### src/rtl/collatz_ctrl.sv
// Collatz sequence controller: sequences an external k/r datapath until k reaches 1.
// Optional step-limit abort is built only when COLLATZ_TIMEOUT_EN is defined.
//
// state | meaning
// IDLE  | waiting for st
// LOAD  | clear step count, load seed into k and r
// CHECK | decide terminate / abort / next step kind
// EVEN  | halve k, count step
// ODD   | k <- 3k+1, count step
// DONE  | run finished, hold until st drops
// ERR   | run aborted, hold until st drops
module collatz_ctrl #(
  parameter int MAX_STEPS = 1000
) (
  input  logic        clk,
  input  logic        rst,
  input  logic        st,
  input  logic [19:0] k,
  input  logic        r,
  output logic        Rx,
  output logic        Mx,
  output logic        Sk,
  output logic        Pk,
  output logic        Ik,
  output logic        Ir,
  output logic        Pr,
  output logic        Mr,
  output logic        busy,
  output logic        done,
  output logic        err
);

  typedef enum logic [2:0] {
    IDLE,
    LOAD,
    CHECK,
    EVEN,
    ODD,
    DONE,
    ERR
  } state_t;

  state_t      state;
  state_t      state_nxt;
  logic [15:0] step_cnt;
  logic        timeout;

`ifdef COLLATZ_TIMEOUT_EN
  localparam logic [15:0] STEP_LIMIT = 16'(MAX_STEPS);
  assign timeout = (step_cnt == STEP_LIMIT) && (k != 20'd1);
`else
  assign timeout = 1'b0;
`endif

  always_ff @(posedge clk or posedge rst) begin
    if (rst) begin
      state <= IDLE;
    end else begin
      state <= state_nxt;
    end
  end

  // Saturating step counter: holds at 0xFFFF rather than wrapping.
  always_ff @(posedge clk or posedge rst) begin
    if (rst) begin
      step_cnt <= 16'd0;
    end else if (state == LOAD) begin
      step_cnt <= 16'd0;
    end else if ((state == EVEN || state == ODD) && step_cnt != 16'hFFFF) begin
      step_cnt <= step_cnt + 16'd1;
    end
  end

  always_comb begin
    state_nxt = state;
    Rx   = 1'b0;
    Mx   = 1'b0;
    Sk   = 1'b0;
    Pk   = 1'b0;
    Ik   = 1'b0;
    Ir   = 1'b0;
    Pr   = 1'b0;
    Mr   = 1'b0;
    busy = 1'b0;
    done = 1'b0;
    err  = 1'b0;
    case (state)
      IDLE: begin
        if (st) state_nxt = LOAD;
      end
      LOAD: begin
        Rx = 1'b1;
        Sk = 1'b1;
        Ir = 1'b1;
        busy = 1'b1;
        state_nxt = CHECK;
      end
      CHECK: begin
        busy = 1'b1;
        if (k == 20'd1)      state_nxt = DONE;
        else if (k == 20'd0) state_nxt = ERR;
        else if (timeout)    state_nxt = ERR;
        else if (r)          state_nxt = EVEN;
        else                 state_nxt = ODD;
      end
      EVEN: begin
        Pk = 1'b1;
        Pr = 1'b1;
        Mx = 1'b1;
        busy = 1'b1;
        state_nxt = CHECK;
      end
      ODD: begin
        Ik = 1'b1;
        Mr = 1'b1;
        Mx = 1'b1;
        busy = 1'b1;
        state_nxt = CHECK;
      end
      DONE: begin
        done = 1'b1;
        if (!st) state_nxt = IDLE;
      end
      ERR: begin
        done = 1'b1;
        err = 1'b1;
        if (!st) state_nxt = IDLE;
      end
      default: state_nxt = IDLE;
    endcase
  end

endmodule

### config.mk
export PLATFORM = sky130hd
export DESIGN_NAME = collatz_ctrl
export DESIGN_NICKNAME = d
export VERILOG_FILES = /design/src/rtl/collatz_ctrl.sv
export SDC_FILE = /design/constraint.sdc
export NUM_CORES = 1
export LEC_CHECK = 0
export BUFFER_PORTS_ARGS = -buffer_cell sky130_fd_sc_hd__buf_2
export CORE_AREA = 2 2 39 41
export CTS_CLUSTER_DIAMETER = 120
export CTS_CLUSTER_SIZE = 24
export DETAILED_ROUTE_END_ITERATION = 10
export DIE_AREA = 0 0 41 43
export PLACE_DENSITY = 0.68
export SYNTH_ARGS = -nofsm -noshare
export SYNTH_HDL_FRONTEND = slang
export SYNTH_SLANG_ARGS = --single-unit
### constraint.sdc
create_clock -name clk -period 2.6 [get_ports clk]
set_input_delay 0.26 -clock clk [delete_from_list [all_inputs] [get_ports clk]]
set_output_delay 0.26 -clock clk [all_outputs]
set_load 0.05 [all_outputs]
== After elaboration in Yosys (flattened, before gate mapping) ==
Cells that the tools add are included.
Word-level totals
  flip-flop bits (word level): 3
  output and inout bits: 11
  word-level logic and storage cells: 30
Cells by class
  equal/unequal tests: 9
  multiplexer cells: 13
  reduce and logical (&&, ||, !) cells: 7
Operator list (count)
  20-bit by 1-bit equality test with 1-bit output (second input constant): 1
  20-bit logical NOT: 1
  3-bit 2-to-1 mux: 5
  3-bit case mux with 4 select lines: 1
  3-bit equality test (second input constant): 3
  1-bit 2-to-1 mux: 7
  3-bit by 2-bit equality test with 1-bit output (second input constant): 2
  2-bit != test (second input constant): 2
  2-bit OR reduction: 2
  4-bit OR reduction: 1
  3-bit by 1-bit equality test with 1-bit output (second input constant): 1
  3-bit logical NOT: 1
  3-bit OR reduction: 1
  2-bit AND reduction: 1

== Longest topological paths before layout ==
  word-level depth: 4
  depth in mapped cells: 5
  depth with buffers taken out: 4

== Worst setup path before layout ==
No wires, ideal clock.
  path kind: flip-flop to output port
  start point: register state[2]
  end point: output Mx
  arrival: 1.852 ns
  slack: 0.488 ns
  stages on the path, launching flop included: 5
  buffers on the path: 1
  path through: dfrtp_1 buf_2 nand2b_1 nor2_1 or2_1
Between the ends
  word-level cells in the longest chain between the ends: 3
Ends and longest elaborated chain
  start: declaration: RTL line 43  | state_t state;
  start signal: assignment: RTL line 59  | state <= state_nxt;
  3-bit by 2-bit equality test with 1-bit output or 3-bit equality test (tied branches): RTL line 87  | case (state)
  2-bit OR reduction (no source line) (*)
  1-bit 2-to-1 mux (*): RTL line 87
  end: declaration: RTL line 21  | output logic Mx,
Every way passes the cells marked *; elsewhere a longest branch is shown, timed or not.

== Worst setup path in the final report ==
Ends and elaborated chain as after synthesis.

==> impl_metrics.tcl <==
set metrics [dict create \
    slew_headroom_pct 82.4 \
    final_nets 104 \
    cp.arrival_ns 1.41 \
    antenna_found_initial 0 \
    r2r_start "state[1]" \
    ys_seq_area_share_pct 20.5 \
    netSwitchingPower_w 0.000466 \
    die_h_um 43 \
    initial_core_util_pct 26.4 \
    min_from "st" \
    rows 14 \
    layout_common_cells "buf_2 (34), nor2_1 (4)" \
    maxCapViolations 0 \
    largestRegisters "state: 3 flops" \
    skew_ns 0.00235 \
    min_path_cells 2 \
    synthesis.area_um2 365 \
    combPwrFrac_pct 73.7 \
    synth-seq-cells 3 \
    wirelength_um 869 \
    grt_pass1_wl_um 1450 \
    power_density_mw_per_mm2 1380 \
    yosys.area.top_type "dfrtp_1" \
    synth_top_area_share_pct 20.5 \
    drt-pass1-iter-count 4 \
    max_freq_mhz 598 \
    clk_latency_ns 0.23 \
    wl_per_cell_um 9.15 \
    ir_drop_mv 0.387 \
    setup_viol 0 \
    synthCells 47 \
    syn-num-nets 71 \
    r2r-end "state[1]" \
    status "complete, no violations" \
    synth_area_per_cell_um2 7.77 \
    vias 442 \
    grt_pass1_vias 415 \
    tightest_slew_ns 0.262 \
    design.core.area_mm2 0.00138 \
    vias_per_cell 4.65 \
    yosysUniqueCellTypes 27 \
    final_common_cell "buf_2" \
    leakagePower_nw 0.287 \
    area_growth_pct 49.7 \
    cts_buffer_depth 2 \
    die_area_mm2 0.00176 \
    track_usage_pct 12.0 \
    cp_max_fo 9 \
    timing.final.hold_violations 0 \
    drc 0 \
    h-tree-depth 1 \
    layout_min_cycle_time_ns 1.67 \
    start_kind "flip-flop" \
    pwr-share-seq_pct 15.9 \
    antenna_left 0 \
    required_ns 2.34 \
    cts.sinks 3 \
    cp_slowest_stage_delay_ns 0.46 \
    fin_tns_setup_ns 0 \
    worstSetupPathType "flip-flop to output port" \
    ios 35 \
    largest-register "state" \
    slew_violations 0 \
    tritoncts "built" \
    ys_top_cells_by_area "dfrtp_1 (21%), buf_4 (8.2%), nor4_2 (6.8%)" \
    cts_root_buffer "clkbuf_4" \
    cts_inserted_buffers 3 \
    p_clk_share_pct 10.5 \
    switching_share_pct 61.8 \
    internal-power_w 0.000287 \
    gp_congestion 0.728 \
    hpwl_um 789 \
    portBuffers 34 \
    fin_crit_sh_pct 64.4 \
    worst_hold_path_type "primary input to flip-flop" \
    antenna_cells 0 \
    rrSetupSlack_ns 1.42 \
    critPathCaptureType "output port" \
    path_cells "nand2b_1, nor2_1, or2_1, buf_2" \
    yosysWarnings 0 \
    clkTransAtPathRegs_ns 0.04 \
    crit_slowest_cell "dfrtp_1" \
    hold_end "state[2]" \
    utilization_pct 39.5 \
    grt_max_degree 10 \
    largest_reg_flops 3 \
    overflow 0 \
    rsz0062_at_grt "no" \
    die_x_um 41 \
    layout-drive-gt1-share_pct 54.4 \
    rr_worst_depth 4 \
    drtIter0Drc 11 \
]
## timing repair
| item | 4_1_cts | 5_1_grt |
|---|---|---|
| buffers inserted | 0 | 0 |
| hold endpoints to repair | 3 | 0 |
| hold buffers | 1 | 0 |
| gates resized for setup | 0 | 0 |
| endpoints found under the setup margin | 0 | 0 |
## worst max-delay path by stage
stage / start / to / slack (ns) / cells after the start
floorplan: state[2] / Mx / 0.49 / 4
global placement: state[2] / Mx / 1.20 / 4
detailed placement: state[2] / Mx / 1.16 / 4
CTS: state[2] / Mx / 0.92 / 4
global route: state[2] / Mx / 0.82 / 4
finish: state[2] / Mx / 0.93 / 4
## power by group through the flow
stage	clock network, W	registers [W]	logic, W
6_report	0.0000788	0.000119	0.000555
2_1_floorplan	0	0.0000740	0.000530
3_5_place_dp	0	0.000120	0.000557
5_1_grt	0.0000840	0.000126	0.000599
3_3_place_gp	0	0.000116	0.000549
4_1_cts	0.0000824	0.000120	0.000559
## critical path, delay by kind of cell (launching register included)
kind / cells / cell delay, ns
flip-flops: 1 / 0.46
AND/OR/NAND/NOR: 3 / 0.47
buffers and inverters: 1 / 0.25
## routing by layer
metal / share of wire, % / global-route usage [%] / up-vias
li1: - / - / 224
met1: 36 / 11.6 / 194
met2: 54 / 20.9 / 24
met3: 10 / 2.09 / 0
met4: 0 / 8.00 / 0
met5: 0 / 0 / -
## metrics by stage
step | hold WS [ns] | total power [W] | std cells | area (um^2) | setup slack (ns)
finish | 0.304 | 0.000753 | 95 | 547 | 0.926
global route | 0.333 | 0.000809 | 95 | 547 | 0.816
CTS | 0.297 | 0.000761 | 95 | 547 | 0.917
detailed placement | 0.134 | 0.000677 | 90 | 510 | 1.16
global placement | 0.126 | 0.000665 | 90 | 510 | 1.20
floorplan | 0.0136 | 0.000604 | 47 | 365 | 0.488
## area by class of cell
| class | count | area (um^2) |
|---|---|---|
| clock buffers | 4 | 26.3 |
| fillers | 151 | 837 |
| inverters | 3 | 11.3 |
| multi-input cells | 34 | 234 |
| flip-flops and latches | 3 | 75.1 |
| well taps | 16 | 20.0 |
| repair buffers | 35 | 180 |
## cells in the mapped netlist, drive strengths merged
| cell type | n |
|---|---|
| buf | 7 |
| nor2 | 4 |
| nor4 | 4 |
| and2 | 3 |
| dfrtp | 3 |
| inv | 3 |
| o21ai | 3 |
| nand2 | 2 |
| nand2b | 2 |
| nand3 | 2 |
| nor3b | 2 |
| a21oi | 1 |
| a22o | 1 |
| a22oi | 1 |
| and3 | 1 |
| nand4 | 1 |
| nand4b | 1 |
| nor2b | 1 |
| nor3 | 1 |
| o31a | 1 |
| or2 | 1 |
| xnor2 | 1 |
| xor2 | 1 |
## kinds of logic after synthesis
logic type	Yosys count	synth area share, %
simple gates	25	45.6
flops	3	20.5
buf+inv	10	15.4
compound gates	7	13.7
xor+xnor	2	4.80
(Power assumes the default switching activity.)
